$ cat src/rtl/muldiv_pkg.sv
// Shared definitions for the RV32M multiply/divide unit: funct3 codes,
// FSM state encoding and operand-signedness helpers.
package muldiv_pkg;

    localparam logic [2:0] MUL_F3    = 3'b000;
    localparam logic [2:0] MULH_F3   = 3'b001;
    localparam logic [2:0] MULHSU_F3 = 3'b010;
    localparam logic [2:0] MULHU_F3  = 3'b011;
    localparam logic [2:0] DIV_F3    = 3'b100;
    localparam logic [2:0] DIVU_F3   = 3'b101;
    localparam logic [2:0] REM_F3    = 3'b110;
    localparam logic [2:0] REMU_F3   = 3'b111;

    typedef enum logic [1:0] {
        ST_IDLE = 2'd0,
        ST_CALC = 2'd1,
        ST_FIX  = 2'd2,
        ST_DONE = 2'd3
    } state_t;

    // rs1 is treated as signed for MUL, MULH, MULHSU, DIV and REM.
    function automatic logic a_is_signed(input logic [2:0] f3);
        return (f3 == MUL_F3) || (f3 == MULH_F3) || (f3 == MULHSU_F3) ||
               (f3 == DIV_F3) || (f3 == REM_F3);
    endfunction

    // rs2 is treated as signed for MUL, MULH, DIV and REM.
    function automatic logic b_is_signed(input logic [2:0] f3);
        return (f3 == MUL_F3) || (f3 == MULH_F3) || (f3 == DIV_F3) || (f3 == REM_F3);
    endfunction

endpackage

$ cat src/rtl/muldiv_unit_add_and_subtract.sv
// Ripple-style adder/subtractor: sum = x + y, or x - y when sub is set.
// carry is the carry out; during subtraction carry=1 means no borrow (x >= y).
module add_and_subtract #(
    parameter int WIDTH = 33
) (
    input  logic [WIDTH-1:0] x,
    input  logic [WIDTH-1:0] y,
    input  logic             sub,
    output logic [WIDTH-1:0] sum,
    output logic             carry
);

    logic [WIDTH-1:0] y_eff;

    assign y_eff        = sub ? ~y : y;
    assign {carry, sum} = {1'b0, x} + {1'b0, y_eff} + (WIDTH + 1)'(sub);

endmodule

$ cat src/rtl/muldiv_unit.sv
// Iterative radix-2 RV32M multiply/divide unit. Operands are converted to
// magnitudes at start, one bit is processed per cycle in CALC, and the sign
// is reapplied in FIX. Divide-by-zero and signed overflow bypass the loop
// when FAST_SPECIAL is set.
module muldiv_unit
    import muldiv_pkg::*;
#(
    parameter int WIDTH        = 32,
    parameter bit FAST_SPECIAL = 1'b1
) (
    input  logic             clk,
    input  logic             rst_n,
    input  logic             start,
    input  logic [2:0]       funct3,
    input  logic [WIDTH-1:0] a,
    input  logic [WIDTH-1:0] b,
    input  logic             kill,
    output logic             busy,
    output logic             done,
    output logic [WIDTH-1:0] result
);

    localparam int CW = $clog2(WIDTH);
    localparam logic [WIDTH-1:0] MIN_VAL = {1'b1, {(WIDTH - 1){1'b0}}};

    state_t state, state_nxt;

    logic [2:0]         op;
    logic [WIDTH-1:0]   addend;   // multiplicand (MUL) or divisor (DIV) magnitude
    logic [2*WIDTH-1:0] prod;     // hi: partial product / remainder, lo: multiplier / quotient
    logic [CW-1:0]      cnt;
    logic               neg;
    logic               spec;
    logic [WIDTH-1:0]   spec_val;

    // start-time decode
    logic             a_neg, b_neg, in_div, div_zero, ovf, special, neg_in, accept;
    logic [WIDTH-1:0] a_mag, b_mag, special_val;

    assign a_neg    = a_is_signed(funct3) & a[WIDTH-1];
    assign b_neg    = b_is_signed(funct3) & b[WIDTH-1];
    assign a_mag    = a_neg ? (WIDTH'(0) - a) : a;
    assign b_mag    = b_neg ? (WIDTH'(0) - b) : b;
    assign in_div   = funct3[2];
    assign div_zero = in_div && (b == '0);
    assign ovf      = ((funct3 == DIV_F3) || (funct3 == REM_F3)) && (a == MIN_VAL) && (b == '1);
    assign special  = div_zero || ovf;
    assign special_val = div_zero ? (funct3[1] ? a : '1)
                                  : (funct3[1] ? '0 : MIN_VAL);
    // remainder takes the dividend sign; everything else the xor of signs
    assign neg_in   = (in_div && funct3[1]) ? a_neg : (a_neg ^ b_neg);
    assign accept   = (state == ST_IDLE) && start && !kill;

    // shared iteration adder: add for MUL, trial subtract for DIV
    logic             op_div;
    logic [WIDTH:0]   add_x, add_y, add_sum;
    logic             add_carry;

    assign op_div = op[2];
    assign add_x  = op_div ? {prod[2*WIDTH-1:WIDTH], prod[WIDTH-1]} : {1'b0, prod[2*WIDTH-1:WIDTH]};
    assign add_y  = (op_div || prod[0]) ? {1'b0, addend} : '0;

    add_and_subtract #(.WIDTH(WIDTH + 1)) u_addsub (
        .x     (add_x),
        .y     (add_y),
        .sub   (op_div),
        .sum   (add_sum),
        .carry (add_carry)
    );

    logic [2*WIDTH-1:0] prod_step;
    assign prod_step = op_div
        ? {(add_carry ? add_sum[WIDTH-1:0] : add_x[WIDTH-1:0]), prod[WIDTH-2:0], add_carry}
        : {add_sum, prod[WIDTH-1:1]};

    // final sign fix and half/quotient/remainder selection
    logic [2*WIDTH-1:0] prod_signed;
    logic [WIDTH-1:0]   div_sel, fix_val;

    assign prod_signed = neg ? ((2 * WIDTH)'(0) - prod) : prod;
    assign div_sel     = op[1] ? prod[2*WIDTH-1:WIDTH] : prod[WIDTH-1:0];
    assign fix_val     = spec   ? spec_val
                       : op_div ? (neg ? (WIDTH'(0) - div_sel) : div_sel)
                       : (op == MUL_F3) ? prod_signed[WIDTH-1:0]
                       : prod_signed[2*WIDTH-1:WIDTH];

    // state register
    always_ff @(posedge clk or negedge rst_n) begin
        if (!rst_n) state <= ST_IDLE;
        else        state <= state_nxt;
    end

    // next-state and handshake outputs; kill overrides every transition
    always_comb begin
        state_nxt = state;
        busy      = 1'b0;
        done      = 1'b0;
        case (state)
            ST_IDLE: if (start) state_nxt = (FAST_SPECIAL && special) ? ST_DONE : ST_CALC;
            ST_CALC: begin
                busy = 1'b1;
                if (cnt == '0) state_nxt = ST_FIX;
            end
            ST_FIX: begin
                busy      = 1'b1;
                state_nxt = ST_DONE;
            end
            ST_DONE: begin
                done      = 1'b1;
                state_nxt = ST_IDLE;
            end
            default: state_nxt = ST_IDLE;
        endcase
        if (kill) state_nxt = ST_IDLE;
    end

    // operand capture, per-bit iteration and result update
    always_ff @(posedge clk or negedge rst_n) begin
        if (!rst_n) begin
            op       <= '0;
            addend   <= '0;
            prod     <= '0;
            cnt      <= '0;
            neg      <= 1'b0;
            spec     <= 1'b0;
            spec_val <= '0;
            result   <= '0;
        end else if (accept) begin
            op       <= funct3;
            addend   <= in_div ? b_mag : a_mag;
            prod     <= {{WIDTH{1'b0}}, (in_div ? a_mag : b_mag)};
            cnt      <= CW'(WIDTH - 1);
            neg      <= neg_in;
            spec     <= special;
            spec_val <= special_val;
            if (FAST_SPECIAL && special) result <= special_val;
        end else if (!kill) begin
            if (state == ST_CALC) begin
                prod <= prod_step;
                cnt  <= cnt - 1'b1;
            end
            if (state == ST_FIX) result <= fix_val;
        end
    end

endmodule
$ cat config.mk
export PLATFORM = sky130hd
export DESIGN_NAME = muldiv_unit
export DESIGN_NICKNAME = d
export VERILOG_FILES = /design/src/rtl/muldiv_pkg.sv /design/src/rtl/muldiv_unit_add_and_subtract.sv /design/src/rtl/muldiv_unit.sv
export SDC_FILE = /design/constraint.sdc
export NUM_CORES = 1
export LEC_CHECK = 0
export CAP_MARGIN = 20
export CORE_MARGIN = 2
export CORE_UTILIZATION = 55
export CTS_BUF_LIST = sky130_fd_sc_hd__clkbuf_4
export CTS_CLUSTER_DIAMETER = 100
export CTS_CLUSTER_SIZE = 24
export DETAILED_ROUTE_END_ITERATION = 10
export PLACE_DENSITY = 0.78
export SLEW_MARGIN = 20
export SYNTH_ARGS = -nofsm -noshare
export SYNTH_HDL_FRONTEND = slang
export SYNTH_SLANG_ARGS = --single-unit
export TNS_END_PERCENT = 20
$ cat constraint.sdc
create_clock -name clk -period 13.1 [get_ports clk]
set_input_delay 2.62 -clock clk [delete_from_list [all_inputs] [get_ports clk]]
set_output_delay 2.62 -clock clk [all_outputs]
set_load 0.005 [all_outputs]
==> impl_results.md <==
* Via density at 6.65
* Sequential area share after synthesis at 27.1%
* Sink Count at 172
* First-pass GRT wire length at 87.6 mm
* CTS max path bufs at 2
* Clock share of power at 8.2%
* Total CTS buffers at 17
* Launching point of the worst reg2reg path: op[2]
* Yosys warnings at 0
* Power per standard cell area at 228 nW/µm²
* Clk Latency, worst-skew pair at 0.65 ns
* Metal1 wirelength at 23.6 mm
* Hold-fix buffers, CTS at 0
* CP startpoint kind: register
* Avg WL per Cell at 23.5 µm
* MaxCap Viol Count at 0
* Commonest non-fill, non-tap cell in the layout: nand2_1
* Area growth, synth to finish at 7.98%
* Setup Viol. Count Final at 0
* Mapped Area at 15,900 µm²
* Top FF cell, synth: dfrtp_1
* Cell leakage power at 6.92 nW
* Required @ worst endpoint at 13.65 ns
* Worst Min Path Start: spec_val[3]
* H-tree levels at 4
* Met3 Wirelength at 5.61 mm
* Metal2 WL at 25.3 mm
* DR vias at 16,400
* DP Worst Slack at 6.95 ns
* Internal power at 1.78 mW
* CTS resizes at 0
* WL final at 57.7 mm
* Most frequent cells in the layout: 292 x nand2_1, 243 x o21ai_0, 191 x nor2_1
* DRC at 0
* Crit path DAT at 6.42 ns
* Origin of the worst setup path: op[2]
* Clock skew at 0.0351 ns
* Placed cell count at 2,425
* Gpl congestion at 0.981
* Post-DP HPWL at 43.7 mm
* Maximum VDD drop at 84.4 µV
* Switch share at 54.7%
* TritonCTS clock tree: yes
* Setup TNS Final at 0 ns
* Rows at 62
* Initial drt markers at 1,908
* IO Pins at 105
* Count of flip-flops with a built-in enable after synthesis at 0
* Psw at 2.14 mW
* Gr usage total at 37.6%
* Distinct cells, synth at 75
* Synth Net Count at 2,210
* Core ar. at 28,600 µm²
* Fin. Hold Viols at 0
* Critical path endpoint category: register
* Clock slew at reported path FFs at 0.16 ns
* Avg Inst Size Synth at 7.59 µm²
* TritonRoute pass-1 iters at 6
* HP Class: reg -> reg
* Die height at 174 µm
* GR Overflow Total at 0
* Max-slew headroom at 32.3%
* Final Cycle Share at 44.9%
* Slew Viols, Final at 0
* Initial antenna violation count at 1
* Final std cells w/o fill at 2,459
* Status: completed
* Synth Register Bits at 172
* Share of post-route cells with drive strength above 1 at 6.51%
* Final setup margin at 7.22 ns
* Initial Util at 55.6%
* CTS Root Cell: clkbuf_4
* Fillers at 2,694
* Antenna-violating nets left at 0
* Worst-margin pin slew at 1.01 ns
* Port Buffers at 104
* Setup CP Type: reg -> reg
* Largest net degree at the start of global routing at 106
* Post-synthesis cell count at 2,096
* Sequential share of power at 27.7%
* Vias in the first global route at 14,900
* Minimum clock period at 5.88 ns
* Die Area at 30,300 µm²
* Die W at 174 µm
* Top sig layer: met4
* Crit Path Max Fanout at 64
* R2r setup slk at 7.22 ns
* Synth async-reset ratio at 100%
* Post-CTS Setup Inserts at 0
* Comb pwr share at 64.2%
* Max Freq at 0.170 GHz
* Nets@finish at 2,174
* RSZ-0062 raised after global routing: false
==> cells in the mapped netlist, types with 6 or more instances <==
cell         n  area share [%]
or2_2       10            0.39
a31oi_1     13            0.51
nor4_1      22            0.87
nand4b_1     6            0.33
nor2_1     194             4.6
nand2_1    292             6.9
and3_1       6            0.24
xnor2_1     96             5.3
o211ai_1    37             1.7
a21o_1      24             1.1
o21ai_0    244             7.7
o31ai_1     38             1.8
mux2_2      42             3.0
o41ai_1     22             1.2
buf_1       21            0.50
dfrtp_1    172              27
inv_1       31            0.73
and2_1       6            0.24
nand3_1     23            0.72
a2bb2oi_1    6            0.33
o221ai_1    41             2.3
clkbuf_1   144             3.4
or4_1       16            0.76
or3_1       30             1.2
a211oi_1    12            0.57
a21oi_1    136             4.3
o21ai_1      8            0.25
a221oi_1    13            0.72
o22ai_1     12            0.47
xor2_1      74             4.1
mux2i_1     70             4.4
o31a_1       6            0.33
ha_1        42             3.3
nor3_1      49             1.5
buf_2       14            0.44
o21a_1      13            0.61
nand4_1     14            0.55
a22oi_1      7            0.33
nand2b_1    12            0.47
==> stage by stage <==
step	hold slack, ns	util (%)	cell area (µm²)	total power, mW
floorplan	0.429	-	15900	2.75
global placement	0.446	59.0	16900	3.49
detailed placement	0.455	59.0	16900	3.53
CTS	0.493	60.0	17200	3.85
global route	0.510	60.0	17200	4.18
finish	0.496	60.0	17200	3.92
==> final cells by class <==
cell class,instances,area (µm²),share of cell area [%]
diodes,2,5.00,0.0291
inverters,33,124,0.721
flip-flops and latches,172,4310,25.1
multi-input cells,1709,10800,62.7
clock buffers,17,128,0.743
repair buffers,127,1210,7.04
well taps,384,480,2.80
clock inverters,15,145,0.845
==> flip-flops by register name, summed over array words and instances (netlist names) <==
| name | flops |
|---|---|
| op | 3 |
| state | 2 |
| prod | 64 |
| addend | 32 |
| spec_val | 32 |
| neg | 1 |
| cnt | 5 |
| result | 32 |
| spec | 1 |
==> cells by family (layout without fill, tap and decap cells) <==
family	count (synthesis)	count (layout)	synth area share, %
mux	112	112	7.38
flops	172	172	27.1
buf+inv	215	192	5.33
fa+ha+maj	43	43	3.43
compound gates	677	677	27.2
simple gates	707	707	20.2
other cells	0	2	0
xor+xnor	170	170	9.36
==> critical path: stages, from the launching register on <==
cell and delay (ns):
dfrtp_4 0.94, clkinv_1 1.00, o21ai_0 0.69, ha_1 0.20, nand2_1 0.06, or4_1 0.49, a311o_1 0.40, a31oi_1 0.50
o21ai_0 0.14, buf_4 0.19, nand3_1 0.35, buf_4 0.38, o21ai_0 0.14, a221oi_1 0.26
==> power by group through the flow <==
stage	clock network, mW	logic (mW)	registers, mW
2_1_floorplan	0	1.94	0.809
3_3_place_gp	0	2.42	1.07
3_5_place_dp	0	2.46	1.07
4_1_cts	0.321	2.47	1.06
5_1_grt	0.341	2.74	1.10
6_report	0.320	2.51	1.08
==> layer usage <==
metal	vias up	track usage, %
li1	7561	-
met1	7767	51.4
met2	870	57.3
met3	163	7.26
met4	0	18.4
met5	-	0
==> final timing paths <==
path                               endpoint  depth (start not counted)
worst max-delay path                prod[0]                         13
worst min-delay path            spec_val[3]                          2
worst max register to register      prod[0]                         13
worst min register to register  spec_val[3]                          2
max in group asynchronous             op[2]                          3
min in group asynchronous          state[1]                          1
(Power assumes the default switching activity.)
